$ cat src/rtl/mem_ctrl_pkg.sv
// Shared types for the RAM request front-end: request word, FIFO entry and
// outstanding-request table entry, plus default sizing.
package mem_ctrl_pkg;

   typedef logic [15:0] WORD;

   typedef struct packed {
      logic valid;
      logic we;
      WORD  addr;
   } out_entry_t;

   typedef struct packed {
      logic we;
      WORD  addr;
      WORD  data;
   } mrq_t;

   localparam int DEF_DEPTH   = 4;
   localparam int DEF_MAX_OUT = 8;

endpackage

$ cat src/rtl/req_fifo.sv
// In-order request FIFO with a registered not-full flag used directly as the
// client ready, so a push is never accepted while the FIFO is full.
module req_fifo
   import mem_ctrl_pkg::*;
#(
   parameter int DEPTH = DEF_DEPTH
) (
   input  logic clk,
   input  logic reset,
   input  logic i_push,
   input  mrq_t i_data,
   input  logic i_pop,
   output logic o_ready,
   output logic o_empty,
   output mrq_t o_head
);

   localparam int          AW       = $clog2(DEPTH);
   localparam logic [AW:0] FULL_CNT = (AW+1)'(DEPTH);

   mrq_t          r_mem [DEPTH];
   logic [AW-1:0] r_wptr;
   logic [AW-1:0] r_rptr;
   logic [AW:0]   r_cnt;
   logic          r_ready;
   logic [AW:0]   w_cnt_nxt;
   logic          w_push;
   logic          w_pop;

   assign w_push    = i_push & r_ready;
   assign w_pop     = i_pop & (r_cnt != '0);
   assign w_cnt_nxt = r_cnt + (AW+1)'(w_push) - (AW+1)'(w_pop);

   always_ff @(posedge clk) begin
      if (reset) begin
         r_wptr  <= '0;
         r_rptr  <= '0;
         r_cnt   <= '0;
         r_ready <= 1'b0;
      end else begin
         if (w_push) r_wptr <= r_wptr + AW'(1);
         if (w_pop)  r_rptr <= r_rptr + AW'(1);
         r_cnt   <= w_cnt_nxt;
         r_ready <= (w_cnt_nxt != FULL_CNT);
      end
   end

   // Storage carries no reset; occupancy alone defines what is valid.
   always_ff @(posedge clk) begin
      if (w_push) r_mem[r_wptr] <= i_data;
   end

   assign o_ready = r_ready;
   assign o_empty = (r_cnt == '0);
   assign o_head  = r_mem[r_rptr];

endmodule

$ cat src/rtl/ram_req_scheduler.sv
// Client-facing scheduler: buffers requests in order, issues them to the RAM
// ports while blocking any address already outstanding, and routes acks back.
module ram_req_scheduler
   import mem_ctrl_pkg::*;
#(
   parameter int DEPTH   = DEF_DEPTH,
   parameter int MAX_OUT = DEF_MAX_OUT
) (
   input  logic        clk,
   input  logic        reset,
   input  logic        cl_req_valid,
   output logic        cl_req_ready,
   input  logic        cl_req_we,
   input  logic [15:0] cl_req_addr,
   input  logic [15:0] cl_req_data,
   output logic        cl_rd_rsp_valid,
   output logic [15:0] cl_rd_rsp_addr,
   output logic [15:0] cl_rd_rsp_data,
   output logic        cl_wr_ack_valid,
   output logic [15:0] cl_wr_ack_addr,
   output logic        err_unmatched,
   output logic [15:0] wr_address,
   output logic [15:0] wr_data,
   output logic        wr_en,
   input  logic [15:0] wr_ret_address,
   input  logic        wr_ret_ack,
   output logic [15:0] rd_address,
   output logic        rd_en,
   input  logic [15:0] rd_ret_data,
   input  logic [15:0] rd_ret_address,
   input  logic        rd_ret_ack
);

   localparam int IW = (MAX_OUT > 1) ? $clog2(MAX_OUT) : 1;

   out_entry_t         r_tbl [MAX_OUT];
   mrq_t               w_req;
   mrq_t               w_head;
   logic               w_ready;
   logic               w_empty;
   logic               w_push;
   logic               w_issue;
   logic               w_hazard;
   logic               w_have_free;
   logic [IW-1:0]      w_free_idx;
   logic [MAX_OUT-1:0] w_wr_hit;
   logic [MAX_OUT-1:0] w_rd_hit;
   logic               w_wr_match;
   logic               w_rd_match;

   assign w_req        = '{we: cl_req_we, addr: cl_req_addr, data: cl_req_data};
   assign w_push       = cl_req_valid & w_ready;
   assign cl_req_ready = w_ready;

   req_fifo #(.DEPTH(DEPTH)) u_fifo (
      .clk     (clk),
      .reset   (reset),
      .i_push  (w_push),
      .i_data  (w_req),
      .i_pop   (w_issue),
      .o_ready (w_ready),
      .o_empty (w_empty),
      .o_head  (w_head)
   );

   // Descending scan leaves the lowest free slot in w_free_idx.
   always_comb begin
      w_hazard    = 1'b0;
      w_have_free = 1'b0;
      w_free_idx  = '0;
      w_wr_hit    = '0;
      w_rd_hit    = '0;
      for (int i = MAX_OUT-1; i >= 0; i--) begin
         if (r_tbl[i].valid && (r_tbl[i].addr == w_head.addr)) w_hazard = 1'b1;
         if (!r_tbl[i].valid) begin
            w_have_free = 1'b1;
            w_free_idx  = IW'(i);
         end
         w_wr_hit[i] = r_tbl[i].valid &  r_tbl[i].we & (r_tbl[i].addr == wr_ret_address);
         w_rd_hit[i] = r_tbl[i].valid & !r_tbl[i].we & (r_tbl[i].addr == rd_ret_address);
      end
   end

   assign w_wr_match = |w_wr_hit;
   assign w_rd_match = |w_rd_hit;
   assign w_issue    = !w_empty & w_have_free & !w_hazard;

   always_ff @(posedge clk) begin
      if (reset) begin
         for (int i = 0; i < MAX_OUT; i++) r_tbl[i] <= '0;
         wr_en           <= 1'b0;
         rd_en           <= 1'b0;
         wr_address      <= '0;
         wr_data         <= '0;
         rd_address      <= '0;
         cl_wr_ack_valid <= 1'b0;
         cl_wr_ack_addr  <= '0;
         cl_rd_rsp_valid <= 1'b0;
         cl_rd_rsp_addr  <= '0;
         cl_rd_rsp_data  <= '0;
         err_unmatched   <= 1'b0;
      end else begin
         // An allocated slot was free, so it can never be one being freed.
         for (int i = 0; i < MAX_OUT; i++) begin
            if (w_issue && (w_free_idx == IW'(i)))
               r_tbl[i] <= '{valid: 1'b1, we: w_head.we, addr: w_head.addr};
            else if ((wr_ret_ack && w_wr_hit[i]) || (rd_ret_ack && w_rd_hit[i]))
               r_tbl[i].valid <= 1'b0;
         end

         wr_en <= w_issue &  w_head.we;
         rd_en <= w_issue & !w_head.we;
         if (w_issue && w_head.we) begin
            wr_address <= w_head.addr;
            wr_data    <= w_head.data;
         end
         if (w_issue && !w_head.we) rd_address <= w_head.addr;

         cl_wr_ack_valid <= wr_ret_ack & w_wr_match;
         if (wr_ret_ack && w_wr_match) cl_wr_ack_addr <= wr_ret_address;

         cl_rd_rsp_valid <= rd_ret_ack & w_rd_match;
         if (rd_ret_ack && w_rd_match) begin
            cl_rd_rsp_addr <= rd_ret_address;
            cl_rd_rsp_data <= rd_ret_data;
         end

         if ((wr_ret_ack && !w_wr_match) || (rd_ret_ack && !w_rd_match))
            err_unmatched <= 1'b1;
      end
   end

endmodule

$ cat config.mk
export PLATFORM = sky130hd
export DESIGN_NAME = ram_req_scheduler
export DESIGN_NICKNAME = d
export VERILOG_FILES = /design/src/rtl/mem_ctrl_pkg.sv /design/src/rtl/req_fifo.sv /design/src/rtl/ram_req_scheduler.sv
export SDC_FILE = /design/constraint.sdc
export NUM_CORES = 1
export LEC_CHECK = 0
export CORE_MARGIN = 2
export CORE_UTILIZATION = 55
export DETAILED_ROUTE_END_ITERATION = 10
export PLACE_DENSITY_LB_ADDON = 0.15
export SLEW_MARGIN = 20
export SYNTH_ARGS = -nofsm -noshare
export SYNTH_HDL_FRONTEND = slang
export SYNTH_SLANG_ARGS = --single-unit
$ cat constraint.sdc
create_clock -name clk -period 4.7 [get_ports clk]
set_input_delay 0.94 -clock clk [delete_from_list [all_inputs] [get_ports clk]]
set_output_delay 0.94 -clock clk [all_outputs]
set_load 0.005 [all_outputs]
==> results of run 1 <==
timing repair:
item | 4_1_cts | 5_1_grt
hold buffers | 0 | 0
endpoints found under the hold margin | 0 | 0
endpoints found under the setup margin | 0 | 2
gates resized for setup | 0 | 1
power breakdown:
part	internal, W	switching, W	total (W)
clock network	0.00171	0.00132	0.00303
logic	0.00206	0.00235	0.00441
registers	0.00427	0.000711	0.00498
total	0.00804	0.00438	0.0124
logic make-up after synthesis:
kind of cell,synth area share [%]
compound gates,2.74
flops,51.7
fa+ha+maj,0.468
xor+xnor,16.2
buf+inv,3.36
simple gates,15.1
mux,10.4
Yosys cell counts, drive strengths merged (3+ instances only):
master,number,area (um2)
edfxtp,276,8290
xnor2,189,1660
xor2,188,1650
and3,116,731
dfxtp,111,2220
clkbuf,102,383
mux2i,91,911
nand2,85,319
nor2,84,315
nor4,71,444
buf,38,233
mux2,34,469
mux4,33,743
nor2b,33,206
nor3,31,160
nand4,30,188
nand3,24,120
and2,18,113
inv,18,67.6
or3b,12,105
nand3b,10,75.1
a21o,8,60.1
o21ai,8,40.0
a211o,7,70.1
a22o,7,61.3
and3b,7,61.3
or4,7,52.6
a21oi,6,30.0
ha,6,75.1
nand4b,6,52.6
or3,6,37.5
o22ai,5,31.3
a21boi,4,30.0
a31oi,4,25.0
a221oi,3,26.3
nand2b,3,18.8
nor3b,3,27.5
o2111ai,3,32.5
registers in the layout, summed over array words and instances, names as in the netlist, named ones only:
signal	cells
r_tbl	144
u_fifo.o_ready	1
u_fifo.r_wptr	2
rd_en	1
u_fifo.r_mem	132
wr_en	1
err_unmatched	1
cl_wr_ack_addr	16
cl_wr_ack_valid	1
u_fifo.r_cnt	3
cl_rd_rsp_data	16
wr_address	16
rd_address	16
cl_rd_rsp_valid	1
wr_data	16
u_fifo.r_rptr	2
cl_rd_rsp_addr	16
stage by stage:
stage / power [W] / std cells / cell area [um2]
after floorplan: 0.00764 / 1708 / 20300
after global placement: 0.00928 / 2297 / 22900
after detailed placement: 0.00933 / 2297 / 22900
after CTS: 0.0124 / 2370 / 24100
after global routing: 0.0129 / 2370 / 24100
final: 0.0124 / 2370 / 24100
critical path: stages, from the launching register on:
cell	delay, ns
dfxtp_2	0.57
buf_4	0.25
mux4_2	0.70
xnor2_1	0.25
nand4_1	0.11
nor4_1	0.51
a31o_1	0.19
a211o_4	0.19
nor2_1	0.09
ha_1	0.31
inv_1	0.06
ha_1	0.13
inv_1	0.05
fa_1	0.40
xnor2_1	0.18
xnor2_1	0.16
a31oi_1	0.10
cell type report:
cell class                 count  area (um2)  share of cell area [%]
clock buffer                  57        1140                    4.74
tap                          468         586                    2.43
sequential                   387       10500                    43.6
multi-input combinational   1163        9190                    38.1
timing repair buffer         261        2520                    10.5
clock inverter                16         104                   0.430
inverter                      18        67.6                   0.280
metal layers:
layer | part of all wire (%) | vias up | track usage [%]
met4 | 5.2 | 0 | 18.1
met3 | 12 | 213 | 9.64
li1 | - | 6458 | -
met2 | 44 | 964 | 54.4
met1 | 39 | 7359 | 47.1
met5 | 0 | - | 0
cells in the final DEF (no fill, tap or decap), drive strengths merged, types with 4 or more instances in the layout:
| cell type | netlist | final |
|---|---|---|
| or3b | 12 | 12 |
| nand4 | 30 | 30 |
| a21o | 8 | 8 |
| xor2 | 188 | 188 |
| nand4b | 6 | 6 |
| and2 | 18 | 18 |
| mux2 | 34 | 34 |
| mux4 | 33 | 33 |
| buf | 38 | 75 |
| nor2b | 33 | 33 |
| clkbuf | 102 | 57 |
| a31oi | 4 | 4 |
| clkdlybuf4s50 | 0 | 186 |
| mux2i | 91 | 91 |
| or3 | 6 | 6 |
| and3b | 7 | 7 |
| o21ai | 8 | 8 |
| a211o | 7 | 7 |
| o22ai | 5 | 5 |
| ha | 6 | 6 |
| inv | 18 | 20 |
| a21boi | 4 | 4 |
| or4 | 7 | 7 |
| xnor2 | 189 | 189 |
| nand3b | 10 | 10 |
| nor3 | 31 | 31 |
| and3 | 116 | 116 |
| a21oi | 6 | 6 |
| clkinv | 0 | 11 |
| nand3 | 24 | 24 |
| nor4 | 71 | 71 |
| nand2 | 85 | 85 |
| edfxtp | 276 | 276 |
| a22o | 7 | 7 |
| dfxtp | 111 | 111 |
| nor2 | 84 | 84 |
final timing paths:
check                            from                         to  slack [ns]  depth (start not counted)
max                              flop  u_fifo.o_ready$_SDFF_PP0_        0.31                         16
min          wr_data[10]$_SDFFE_PP0P_   wr_data[10]$_SDFFE_PP0P_        0.46                          2
max reg2reg                      flop  u_fifo.o_ready$_SDFF_PP0_        0.31                         16
min reg2reg  wr_data[10]$_SDFFE_PP0P_   wr_data[10]$_SDFFE_PP0P_        0.46                          2
==> out/metrics.csv, run 1 <==
stage,metric,value,unit
outcome,outcome,finished clean,
yosys,yosys_warnings,0,
clocking,tritoncts.num_buffers,40,
power,cellPowerDensity,515,nW/um2
place,place_ws,0.307,ns
detailed_routing,initialDrtViolationCount,1576,
die,floorplan.die.height,196,um
yosys,synth_sequential_area_ratio,51.7,%
die,core_area,36500,um2
detailed_routing,routedWlPerCell,28.8,um
layout,final_net_count,1964,
detailed_routing,drc_errors,0,
detailed_routing,vias_per_cell,6.33,
sta,slew_headroom,25.3,%
place,placement.io_buffers,187,
sta,timing.final.hold_violations,0,
critical_path,end_kind,flop,
clocking,clock_latency,0.57,ns
sta,worst_slack,0.309,ns
global_route,grt_use_total,35.7,%
sta,finalCriticalPeriod,4.39,ns
global_route,overflow,0,
detailed_routing,num_vias,14994,
sta,worst_hold_slack,0.462,ns
global_route,wire_length_of_the_first_global_routing_pass,98800,um
detailed_routing,drt_pass1_iterations,5,
run,maxCapViolCount,0,
sta,slew_viol_final,0,
die,initial_core_util,55.7,%
critical_path,timing.critical_path.arrival,4.82,ns
power,cellLeakagePower,8.88,nW
critical_path,worst_ep_required_time,5.13,ns
critical_path,timing.setup.critical_path_class,flop to flop,
clocking,cts_setup_buffers,0,
hold_path,hold_path.class,flop to flop,
detailed_routing,finalWirelength,68200,um
clocking,cts_num_sinks,387,
critical_path,cp_max_fo,18,
yosys,mappedNetlistArea,20300,um2
yosys,synth_cells,1708,
global_route,number_of_global_route_vias_before_repair,14761,
yosys,synth_seq_cells,387,
yosys,synth.lib_cells_used.distinct,64,
yosys,syn-num-nets,1801,
yosys,synth_top_flop_cell,edfxtp_1,
yosys,synth-async-reset-ratio,0,%
sta,max_slew.worst_pin.slew,1.12,ns
place,place.detailed.hpwl,50000,um
sta,setup-tns-final,0,ns
clocking,ctsRootBufferMaster,clkbuf_16,
die,boundaryPins,188,
layout,drive_above_1_share,12.3,%
detailed_routing,drt.antenna.violating_nets,0,
yosys,number_of_enable_type_register_cells_in_the_synthesized_netlist,276,
layout,post-route-util,66.1,%
clocking,htreeDepth,2,
layout,areaGrowthSynthToFinish,18.7,%
clocking,clk_path_buf_depth,3,
critical_path,critical_path.startpoint_type,flop,
global_route,number_of_antenna_violations_at_the_first_check_in_global_routing,0,
global_route,pin_count_of_the_biggest_net_entering_global_routing,63,
die,placementRows,70,
layout,fillers,2732,
place,finalWeightedCongestion,1.07,
clocking,clk_transition_reported_paths,0.06,ns
clocking,tritoncts,yes,
layout,diodes,0,
yosys,post_synth.cell_area_avg,11.9,um2
power,power.ir.vdd_worst,450,uV
die,die_outline_area,38500,um2
sta,unrepaired_setup_endpoints_after_global_routing,false,
sta,timing.final.crit_share,93.4,%
sta,max_clock_freq,228,MHz
sta,finClkSkew,0.0207,ns
die,die_width,196,um
sta,setup_viol,0,
No activity file was read; power rests on OpenSTA's default activity.
==> inputs of run 2 (changes only) <==
CORE_MARGIN = unset   (was 2)
DONT_BUFFER_PORTS = 1   (was unset)
==> run 2 against run 1 <==
Effect of this change:
- combinational power is 14% lower
- worst setup slack better by 0.10 ns
- sequential share of layout area increased by 4.0 points
- utilization decreased by 5.5 points
- maximum frequency increased by 2.4%
- hold slack worse by 0.016 ns
- non-clock buffer count down 220
- critical path depth did not move
- power shrank 1.7%
- first-iteration DRC count rose by 14%
- via count is 7.2% lower
- clock skew rose by 0.0063 ns
- critical path type unchanged
- largest cell class unchanged
==> out/metrics.csv, run 2 (synthesis gave the netlist of run 1 again) <==
stage,metric,value,unit,change
place,place_ws,0.361,ns,+0.0542 ns
layout,areaGrowthSynthToFinish,8.75,%,
critical_path,regToRegSetupSlack,0.41,ns,+0.10 ns
layout,diodes,0,,unchanged
sta,finClkSkew,0.0270,ns,+0.00633 ns
clocking,cts_hold_buffers,0,,unchanged
global_route,grt_use_total,35.5,%,-0.22 points
global_route,pin_count_of_the_biggest_net_entering_global_routing,110,,+75%
die,placementRows,70,,unchanged
hold_path,hold_path.class,primary input to flop,,
layout,mostFrequentLayoutCells,"276 x edfxtp_1, 189 x xnor2_1, 188 x xor2_1, 111 x and3_1, 109 x dfxtp_1",,
power,cellLeakagePower,8.09,nW,-9.0%
critical_path,worst_ep_required_time,5.14,ns,about the same
die,die_outline_area,37700,um2,-2.0%
place,finalWeightedCongestion,1.04,,-3.4%
clocking,cts.repair.resized,0,,unchanged
critical_path,cp_max_fo,36,,+18
detailed_routing,routedWlPerCell,30.9,um,+7.4%
critical_path,timing.critical_path.cells,mux4_2 > xnor2_1 > nand4_1 > nor4_1 > buf_4 > a31o_1 > a211o_4 > nor2_1 > ha_1 > inv_1 > ha_1 > inv_1 > fa_1 > xnor2_1 > xnor2_1 > a31oi_1,,
global_route,wire_length_of_the_first_global_routing_pass,95900,um,-2.9%
clocking,clk_transition_reported_paths,0.06,ns,about the same
layout,final_net_count,1746,,-11%
outcome,outcome,finished clean,,
sta,max_slew.worst_pin.slew,1.05,ns,-0.0692 ns
layout,max_reg_flops,144,,unchanged
clocking,cts_num_sinks,387,,unchanged
power,power.ir.vdd_worst,415,uV,-7.8%
place,instance_area_after_placement,20700,um2,-9.3%
clocking,tritoncts.num_buffers,42,,+5.0%
place,placement.io_buffers,0,,-100%
critical_path,worst_path_most_repeated_cell,xnor2_1,,
critical_path,slowest_delay,0.82,ns,+0.12 ns
sta,max_clock_freq,233,MHz,+2.4%
sta,unrepaired_setup_endpoints_after_global_routing,false,,
global_route,overflow,0,,unchanged
layout,largest-register,r_tbl,,
sta,worst_slack,0.413,ns,+0.104 ns
critical_path,timing.setup.critical_path_class,flop to flop,,
sta,setup_viol,0,,unchanged
die,boundaryPins,188,,unchanged
die,initial_core_util,55.7,%,unchanged
detailed_routing,num_vias,13915,,-7.2%
critical_path,timing.critical_path.arrival,4.73,ns,-0.09 ns
sta,setup-tns-final,0,ns,unchanged
detailed_routing,dr_wl_met2,29200,um,-2.9%
clocking,clock_latency,0.58,ns,about the same
layout,reg_top3,"r_tbl x144, u_fifo.r_mem x132",,
layout,drive_above_1_share,12.2,%,-0.091 points
layout,post-route-util,60.6,%,-5.5 points
detailed_routing,wl_met1,27900,um,+5.1%
clocking,ctsRootBufferMaster,clkbuf_16,,
detailed_routing,vias_per_cell,6.46,,+2.1%
sta,timing.final.crit_share,91.2,%,-2.2 points
detailed_routing,finalWirelength,66600,um,-2.3%
layout,stdcell_area,22100,um2,-8.3%
global_route,number_of_global_route_vias_before_repair,13482,,-8.7%
sta,slew_headroom,29.6,%,+4.4 points
sta,finalCriticalPeriod,4.29,ns,-0.104 ns
clocking,cts_setup_buffers,0,,unchanged
run,maxCapViolCount,0,,unchanged
clocking,tritoncts,yes,,
critical_path,crit_slowest_cell,mux4_2,,
global_route,number_of_antenna_violations_at_the_first_check_in_global_routing,2,,+2
die,die_width,194,um,-1.0%
clocking,htreeDepth,2,,unchanged
sta,slew_viol_final,0,,unchanged
layout,commonest_non_fill_non_tap_cell_in_the_layout,edfxtp_1,,
sta,timing.final.hold_violations,0,,unchanged
detailed_routing,drt_pass1_iterations,5,,unchanged
clocking,clk_path_buf_depth,3,,unchanged
die,core_area,36500,um2,unchanged
power,cellPowerDensity,552,nW/um2,+7.3%
detailed_routing,highest-signal-layer,met4,,
critical_path,critical_path.startpoint_type,flop,,
detailed_routing,initialDrtViolationCount,1798,,+14%
detailed_routing,drc_errors,0,,unchanged
detailed_routing,met3WireLength,7200,um,-9.9%
die,floorplan.die.height,194,um,-1.0%
place,place.detailed.hpwl,48100,um,-3.8%
layout,fillers,2903,,+6.3%
critical_path,end_kind,flop,,
detailed_routing,drt.antenna.violating_nets,0,,unchanged
[run 2: changes by cell type in the layout (fill, tap and decap cells not counted), sizes merged, moves of 2 or more]
cell,delta
clkdlybuf4s50,-186
clkbuf,-2
buf,-34
bufinv,+4
clkinv,+3
clkinvlp,-2
[run 2: area by class of cell]
class,count,area (um2),area share (%)
Sequential cell,387,10500,47.5
Multi-Input combinational cell,1163,9180,41.5
Clock buffer,55,1160,5.27
Tap cell,468,586,2.65
Timing Repair Buffer,41,383,1.73
Clock inverter,22,216,0.979
Inverter,18,67.6,0.306
[run 2: through the flow]
| stage | total power (W) | std cells | hold WS (ns) |
|---|---|---|---|
| finish | 0.0122 | 2154 | 0.446 |
| CTS | 0.0122 | 2154 | 0.425 |
| global route | 0.0126 | 2154 | 0.435 |
| detailed placement | 0.00886 | 2077 | 0.471 |
| floorplan | 0.00764 | 1708 | 0.453 |
| global placement | 0.00881 | 2077 | 0.467 |
[run 2: worst max-delay path, delay by kind of cell, from the launching register on]
family | cells | cell delay [ns]
adders and majority gates | 3 | 0.85
muxes | 1 | 0.82
DFF | 1 | 0.72
xor gates and xnor gates | 3 | 0.55
and+or+nand+nor | 3 | 0.49
AOI/OAI and AO/OA | 3 | 0.41
buffers and inverters | 3 | 0.30
[run 2: worst paths after layout]
path | cells after the start | start | endpoint
worst min register to register | 2 | wr_data[10]$_SDFFE_PP0P_ | wr_data[10]$_SDFFE_PP0P_
worst max register to register | 16 | flop | u_fifo.o_ready$_SDFF_PP0_
worst max-delay path | 16 | flop | u_fifo.o_ready$_SDFF_PP0_
worst min-delay path | 1 | reset | cl_rd_rsp_addr[12]$_SDFFE_PP0P_
[run 2: layer usage]
metal	track usage, %	up-vias
met5	0	-
met4	12.5	0
met3	8.71	151
met2	53.4	804
met1	50.0	6941
li1	-	6019
[run 2: where the power goes]
group / switching (W) / internal [W] / leakage [nW]
Clock: 0.00138 / 0.00197 / 0.687
Sequential: 0.000794 / 0.00428 / 3.60
Combinational: 0.00210 / 0.00169 / 3.80
